## src/rtl/bcd_digit_entry.sv

```systemverilog
// Keypad digit entry: debounces one key line, shifts valid BCD digits into a
// four-digit register, and scans that register onto a multiplexed 7-segment display.
module bcd_digit_entry #(
    parameter int DEBOUNCE_CYCLES = 4,
    parameter int SCAN_DIV        = 4
) (
    input  logic        clk,
    input  logic        rst,
    input  logic        key_pressed,
    input  logic [3:0]  digit_in,
    input  logic        clear,
    output logic [15:0] bcd_value,
    output logic [2:0]  digit_count,
    output logic        accept,
    output logic        err,
    output logic        overflow,
    output logic [6:0]  seg,
    output logic [3:0]  an
);

    typedef enum logic [1:0] {
        IDLE,
        PRESS_WAIT,
        HELD,
        RELEASE_WAIT
    } state_t;

    // The state change out of IDLE or HELD is itself the first sample of a run,
    // so the run counter only has to see DEBOUNCE_CYCLES-1 further samples.
    localparam logic [8:0]  DB_TARGET  = 9'(DEBOUNCE_CYCLES);
    localparam bit          DB_SINGLE  = (DEBOUNCE_CYCLES == 1);
    localparam logic [15:0] SCAN_LAST  = 16'(SCAN_DIV - 1);

    state_t      state;
    state_t      state_next;
    logic [7:0]  run_cnt;
    logic [7:0]  run_next;
    logic        run_done;
    logic        press_evt;

    logic [15:0] prescale;
    logic [1:0]  idx;

    function automatic logic [6:0] seg_decode(input logic [3:0] bcd);
        logic [6:0] code;
        case (bcd)
            4'd0:    code = 7'h3F;
            4'd1:    code = 7'h06;
            4'd2:    code = 7'h5B;
            4'd3:    code = 7'h4F;
            4'd4:    code = 7'h66;
            4'd5:    code = 7'h6D;
            4'd6:    code = 7'h7D;
            4'd7:    code = 7'h07;
            4'd8:    code = 7'h7F;
            4'd9:    code = 7'h6F;
            default: code = 7'h00;
        endcase
        return code;
    endfunction

    assign run_done = ({1'b0, run_cnt} + 9'd2) >= DB_TARGET;

    // NOTE: sequential state is updated with non-blocking assignments only, so
    // every always_ff block sees the pre-edge values of its neighbours.
    always_ff @(posedge clk) begin
        if (rst) begin
            state   <= IDLE;
            run_cnt <= '0;
        end else begin
            state   <= state_next;
            run_cnt <= run_next;
        end
    end

    // NOTE: every variable gets a default at the top of the block so that no
    // path through the case statement leaves it unassigned (no latch).
    always_comb begin
        state_next = state;
        run_next   = run_cnt;
        case (state)
            IDLE: begin
                if (key_pressed) state_next = DB_SINGLE ? HELD : PRESS_WAIT;
            end
            PRESS_WAIT: begin
                if (!key_pressed)  state_next = IDLE;
                else if (run_done) state_next = HELD;
                else               run_next   = run_cnt + 8'd1;
            end
            HELD: begin
                if (!key_pressed) state_next = DB_SINGLE ? IDLE : RELEASE_WAIT;
            end
            RELEASE_WAIT: begin
                if (key_pressed)   state_next = HELD;
                else if (run_done) state_next = IDLE;
                else               run_next   = run_cnt + 8'd1;
            end
            default: state_next = IDLE;
        endcase
        if (state_next != state) run_next = '0;
    end

    // Single-cycle acceptance strobe on the edge that completes a high run.
    always_comb begin
        press_evt = 1'b0;
        case (state)
            IDLE:       press_evt = key_pressed && DB_SINGLE;
            PRESS_WAIT: press_evt = key_pressed && run_done;
            default:    press_evt = 1'b0;
        endcase
    end

    // Clear wins over a simultaneous acceptance: the digit is dropped silently.
    always_ff @(posedge clk) begin
        if (rst) begin
            bcd_value   <= '0;
            digit_count <= '0;
            accept      <= 1'b0;
            err         <= 1'b0;
            overflow    <= 1'b0;
        end else begin
            accept   <= 1'b0;
            err      <= 1'b0;
            overflow <= 1'b0;
            if (clear) begin
                bcd_value   <= '0;
                digit_count <= '0;
            end else if (press_evt) begin
                if (digit_in > 4'd9) begin
                    err <= 1'b1;
                end else if (digit_count >= 3'd4) begin
                    overflow <= 1'b1;
                end else begin
                    bcd_value   <= {bcd_value[11:0], digit_in};
                    digit_count <= digit_count + 3'd1;
                    accept      <= 1'b1;
                end
            end
        end
    end

    // Display scan: an/seg are registered from the current idx and contents.
    always_ff @(posedge clk) begin
        if (rst) begin
            prescale <= '0;
            idx      <= '0;
            an       <= 4'b0001;
            seg      <= 7'h00;
        end else begin
            if (prescale == SCAN_LAST) begin
                prescale <= '0;
                idx      <= idx + 2'd1;
            end else begin
                prescale <= prescale + 16'd1;
            end
            an  <= 4'b0001 << idx;
            seg <= ({1'b0, idx} < digit_count) ? seg_decode(bcd_value[{idx, 2'b00} +: 4])
                                               : 7'h00;
        end
    end

endmodule

```

## config.mk

```make
export PLATFORM = sky130hd
export DESIGN_NAME = bcd_digit_entry
export DESIGN_NICKNAME = d
export VERILOG_FILES = /design/src/rtl/bcd_digit_entry.sv
export SDC_FILE = /design/constraint.sdc
export NUM_CORES = 1
export LEC_CHECK = 0
export ABC_AREA = 1
export CORE_MARGIN = 10
export CORE_UTILIZATION = 55
export CTS_CLUSTER_DIAMETER = 80
export DETAILED_ROUTE_END_ITERATION = 10
export PLACE_DENSITY = 0.77
export SYNTH_ARGS = -nofsm -noshare
export SYNTH_HDL_FRONTEND = slang
export SYNTH_SLANG_ARGS = --single-unit
```

## constraint.sdc

```tcl
create_clock -name clk -period 3.1 [get_ports clk]
set_clock_uncertainty 0.1 [all_clocks]
set_input_delay 0.62 -clock clk [delete_from_list [all_inputs] [get_ports clk]]
set_output_delay 0.62 -clock clk [all_outputs]
set_load 0.03 [all_outputs]
```

# Word level (Yosys, flattened, before mapping)
# Memory sizes are Yosys's and may differ from the RTL's. A register that Yosys moved wholly into a read port is not among the register bits.
# Cells that the tools add are included.
# classes
eq_ne,7
mul,0
n_div,0
addsub,5
n_lt_le_gt_ge,4
n_reduce_logical,11
n_shift,2
n_mux,15
n_bitwise,4
# op_table
op,count
$mux 8,3
$add 16x1->16 const B,1
$eq 16x2->1 const B,1
$pmux 8 s2,1
$shiftx 16x5->4,1
$mux 2,6
$add 8x2->9 const B,1
$ge 9x3->1 const B,1
$add 8x1->8 const B,1
$pmux 2 s4,1
$reduce_or 2->1,4
$reduce_and 3->1,2
$eq 2x2->1 const B,2
$gt 4x4->1 const B,1
$mux 1,4
$ne 2x2->1 const B,2
$not 1->1,4
$reduce_or 4->1,1
$shl 1x2->4 const A,1
$add 3x1->3 const B,1
$ge 3x3->1 const B,1
$lt 2x3->1,1
$reduce_or 3->1,1
$add 2x1->2 const B,1
other kinds (5),5
# word_totals
output_inout_bits,33
mem_count,1
latchBits,0
mem_bits_ro,112
input_bits,8
mem_bits_rw,0
word_cells,59
register_bits,54
# mem_list
memory,depth,width,rd,rd_ports_with_merged_regs,write_ports,line,rtl
(name not given),16,7,1,1,0,46,case (bcd)

# Logic depth before layout (Yosys ltp)
# logic_depth
ltp_word,7
mapped_depth,15
ltp_nobuf,15

# Worst setup path after synthesis
# No wires, ideal clock.
# synth_path
path_kind,reg-to-reg
start,register run_cnt[1]
end,register bcd_value[11]
synth_period_minus_slack_ns,1.826
path_buffers,1
setup_slack_ns,1.274
path_stages_with_launch,14
arrival_time_ns,1.613
required_time_ns,2.887
setup_ns,0.113
path_cell_list,dfxtp_1 > ha_1 > nand2_1 > inv_1 > nand3_1 > nand3_1 > nor2_1 > nand2_2 > nand3_4 > nor2_4 > buf_2 > nand3_1 > nand2_1 > nor2_1
# synth_via
elab_chain_cells,5
# synth_lines
item,line,rtl
"start, declared",36,logic [7:0] run_cnt;
"start signal, assigned",72,run_cnt <= run_next;
$add 8x2->9,62,"assign run_done = ({1'b0, run_cnt} + 9'd2) >= DB_TARGET;"
$ge 9x3->1,62,
$logic_and 1x1->1,108,PRESS_WAIT: press_evt = key_pressed && run_done;
$mux 1,106,case (state)
$reduce_and 3->1 (no line),-,
"end signal, assigned",134,"bcd_value <= {bcd_value[11:0], digit_in};"
"end, declared",12,"output logic [15:0] bcd_value,"
# No other way between the ends.
# A chain may end at the register's enable or synchronous reset.

# Worst setup path after layout
# layout_path
start,register idx[0]
end,register seg[6]
# layout_via
elab_chain_cells,3
elab_cells_between_ends,4
classes_between,order compare: 1; shift: 1; bitwise: 1; reduce/logical: 1
# layout_lines
item,line,rtl
"start, declared",42,logic [1:0] idx;
"start signal, assigned",152,idx <= idx + 2'd1;
$lt 2x3->1,157,"seg <= ({1'b0, idx} < digit_count) ? seg_decode(bcd_value[{idx, 2'b00} +: 4])"
$not 1->1 (no line),-,
$reduce_or 2->1 (no line),-,
"end, declared",17,"output logic [6:0] seg,"
# Parallel ways exist; a longest one is shown, timed or not.

==> results.json <==
{
  "outcome": "complete, no violations",
  "path_delay_family": "flip-flops",
  "finalHoldViolCount": 0,
  "drt-pass1-iter-count": 4,
  "p_per_area_nw_per_um2": 481,
  "layout_common_cells": "nor2_1 (75), dfxtp_1 (61), inv_1 (60)",
  "synth_seq_area_share_pct": 42.1,
  "ys.flop_type": "dfxtp_1",
  "yosys.cell_types.count": 34,
  "holdBufCountCts": 0,
  "synthToLayoutAreaGrowth_pct": 23.5,
  "grt_overflow": 0,
  "grt_pass1_vias": 2507,
  "dpl.cell_count": 506,
  "hold_start": "prescale[0]$_SDFF_PP0_",
  "seq_power_share_pct": 46.9,
  "die_h_um": 92.6,
  "cts.reportedPaths.clkPinSlew_ns": 0.07,
  "p_int_mw": 1.30,
  "die_w_um": 92.6,
  "grt_max_degree": 20,
  "fillers": 408,
  "drv_cap": 0,
  "netlist_area_um2": 2900,
  "gp_congestion": 0.818,
  "h-tree-depth": 3,
  "slew_viol_final": 0,
  "numCtsBuffers": 9,
  "drc": 0,
  "via_per_inst": 5.03,
  "final_cells": 522,
  "yosysWarnings": 0,
  "cts_resized": 0,
  "path_max_fanout": 16,
  "antenna_found_initial": 0,
  "critPathSlowestCell": "dfxtp_1",
  "tns_ns": 0,
  "cts_sinks": 61,
  "crit_required_ns": 3.27,
  "ios": 41,
  "start_util_pct": 56.7,
  "fin_util_pct": 70.1,
  "leakage_nw": 1.35,
  "async_flop_share_pct": 0,
  "ys_ff_latch": 61,
  "max_freq_mhz": 434,
  "peakVddDrop_v": 0.000272,
  "wl_per_cell_um": 12.3,
  "synth-edff-count": 0,
  "drt_iter0_drc": 118,
  "holdWs_ns": 0.345,
  "cts_tree": "done",
  "relSlewSlack_pct": 51.7,
  "path_cells": "clkinv_1 > nand2_1 > a32o_1 > inv_1 > ha_1 > nor2_1 > inv_1 > o21ai_0 > nand2_1 > a21oi_1",
  "post-cts-setup-buffers": 0,
  "rows": 26,
  "crit_buf_inv": 3,
  "crit_path_start": "idx[0]$_SDFFE_PP0P_",
  "setup_viol_count_final": 0,
  "p_switching_uw": 423,
  "tightestPinTransition_ns": 0.723,
  "worst_slack_ns": 0.794,
  "dp_hpwl_mm": 4.58,
  "critical_path_class": "register to register",
  "fin_nets": 469,
  "grt_pass1_wl_mm": 11.2,
  "drive_gt1_share_pct": 6.19,
  "cts.path.max_buffers": 2,
  "cp-start-kind": "register",
  "switching_share_pct": 24.6,
  "core_area_um2": 5110,
  "grt_use_total_pct": 15.9,
  "synth_cells": 402,
  "cp-end-kind": "register",
  "die_area_um2": 8570,
  "port_buffers": 40,
  "arrival_ns": 2.47,
  "fin_crit_ns": 2.31,
  "clk_latency_ns": 0.34,
  "cpPeakStageDelay_ns": 0.63,
  "reg2reg_slack_ns": 0.79,
  "vias": 2626,
  "clkPwrFrac_pct": 45.7,
  "pre_cts_slack_ns": 0.739,
  "antenna_cells": 0,
  "syn_nets": 424,
  "cts_root_buf": "clkbuf_8",
  "rsz0062_at_grt": "false",
  "postRouteAntennaNets": 0,
  "hp-class": "register to register",
  "p_total_mw": 1.72,
  "r2r-start": "idx[0]$_SDFFE_PP0P_",
  "avgSynthCellArea_um2": 7.21,
  "stdcell_area_um2": 3580,
  "postPlaceCellArea_um2": 3360,
  "drt_wl_total_mm": 6.43,
  "pwr-share-comb_pct": 7.5,
  "layout.cells.most_common": "nor2_1",
  "post-route-period-util_pct": 74.4
}
==> power groups by stage <==
| stage | registers [mW] | logic, mW | clock network (mW) |
|---|---|---|---|
| 2_1_floorplan | 0.832 | 0.0801 | 0 |
| 3_3_place_gp | 0.825 | 0.124 | 0 |
| 3_5_place_dp | 0.825 | 0.128 | 0 |
| 4_1_cts | 0.807 | 0.129 | 0.798 |
| 5_1_grt | 0.808 | 0.145 | 0.834 |
| 6_report | 0.807 | 0.129 | 0.786 |
==> synthesized netlist by cell type, types with 2 or more instances <==
cell type  number  share of area, %
clkbuf_1        4              0.52
dfxtp_1        61                42
nor4_1          5               1.1
xor2_1          2              0.60
o21a_1          2              0.52
a211oi_1        2              0.52
buf_2           2              0.35
clkinv_1        2              0.26
a21oi_1        28               4.8
nand3_4         2               1.2
nand2_1        59               7.6
or2_2           2              0.43
inv_1          60               7.8
nor2_1         75               9.7
o211ai_1        2              0.52
nor3_2          2              0.69
o21ai_0        16               2.8
ha_1           14               6.0
nand3_1        33               5.7
xnor2_1         2              0.60
nor3_1         14               2.4
==> worst register-to-register path, cell delays in order, from the launching register on <==
cell and delay [ns]:
dfxtp_1 0.63, clkinv_1 0.36, nand2_1 0.13, a32o_1 0.28, inv_1 0.13, ha_1 0.19, nor2_1 0.09, inv_1 0.06
o21ai_0 0.07, nand2_1 0.07, a21oi_1 0.12
==> routing by layer <==
layer | global-route usage (%) | vias up | part of all wire, %
li1 | - | 1374 | -
met1 | 18.2 | 1181 | 46
met2 | 26.0 | 58 | 46
met3 | 5.73 | 13 | 6.5
met4 | 7.20 | 0 | 1.7
met5 | 0 | - | 0
==> logic make-up (layout without fill, tap and decap cells) <==
group | Yosys count | count (layout) | synth area share (%)
AND/OR/NAND/NOR | 200 | 200 | 31.2
buffers and inverters | 70 | 120 | 9.41
flip-flops | 61 | 61 | 42.1
AO/OA/AOI/OAI | 53 | 53 | 9.97
adder cells (fa/ha/maj) | 14 | 14 | 6.04
XOR/XNOR | 4 | 4 | 1.21
==> registers in the layout, summed over array words and instances, names as in the netlist, 2 cells and up <==
name         flops
an               4
bcd_value       16
digit_count      3
idx              2
prescale        16
run_cnt          8
seg              7
state            2
==> cell type report <==
| class | count | area (um^2) | area share (%) |
|---|---|---|---|
| repair buffers | 41 | 408 | 11.4 |
| clock inverters | 7 | 98.8 | 2.76 |
| well taps | 70 | 87.6 | 2.45 |
| flip-flops and latches | 61 | 1220 | 34.1 |
| inverters | 63 | 236 | 6.61 |
| clock buffers | 9 | 124 | 3.46 |
| multi-input cells | 271 | 1400 | 39.2 |
==> path summary, 6_finish.rpt <==
kind | endpoint | depth (start not counted)
worst min-delay path | prescale[0]$_SDFF_PP0_ | 1
worst min register to register | prescale[0]$_SDFF_PP0_ | 1
worst max-delay path | seg[6]$_SDFF_PP0_ | 10
worst max register to register | seg[6]$_SDFF_PP0_ | 10
Power figures use the tool's default switching activity.
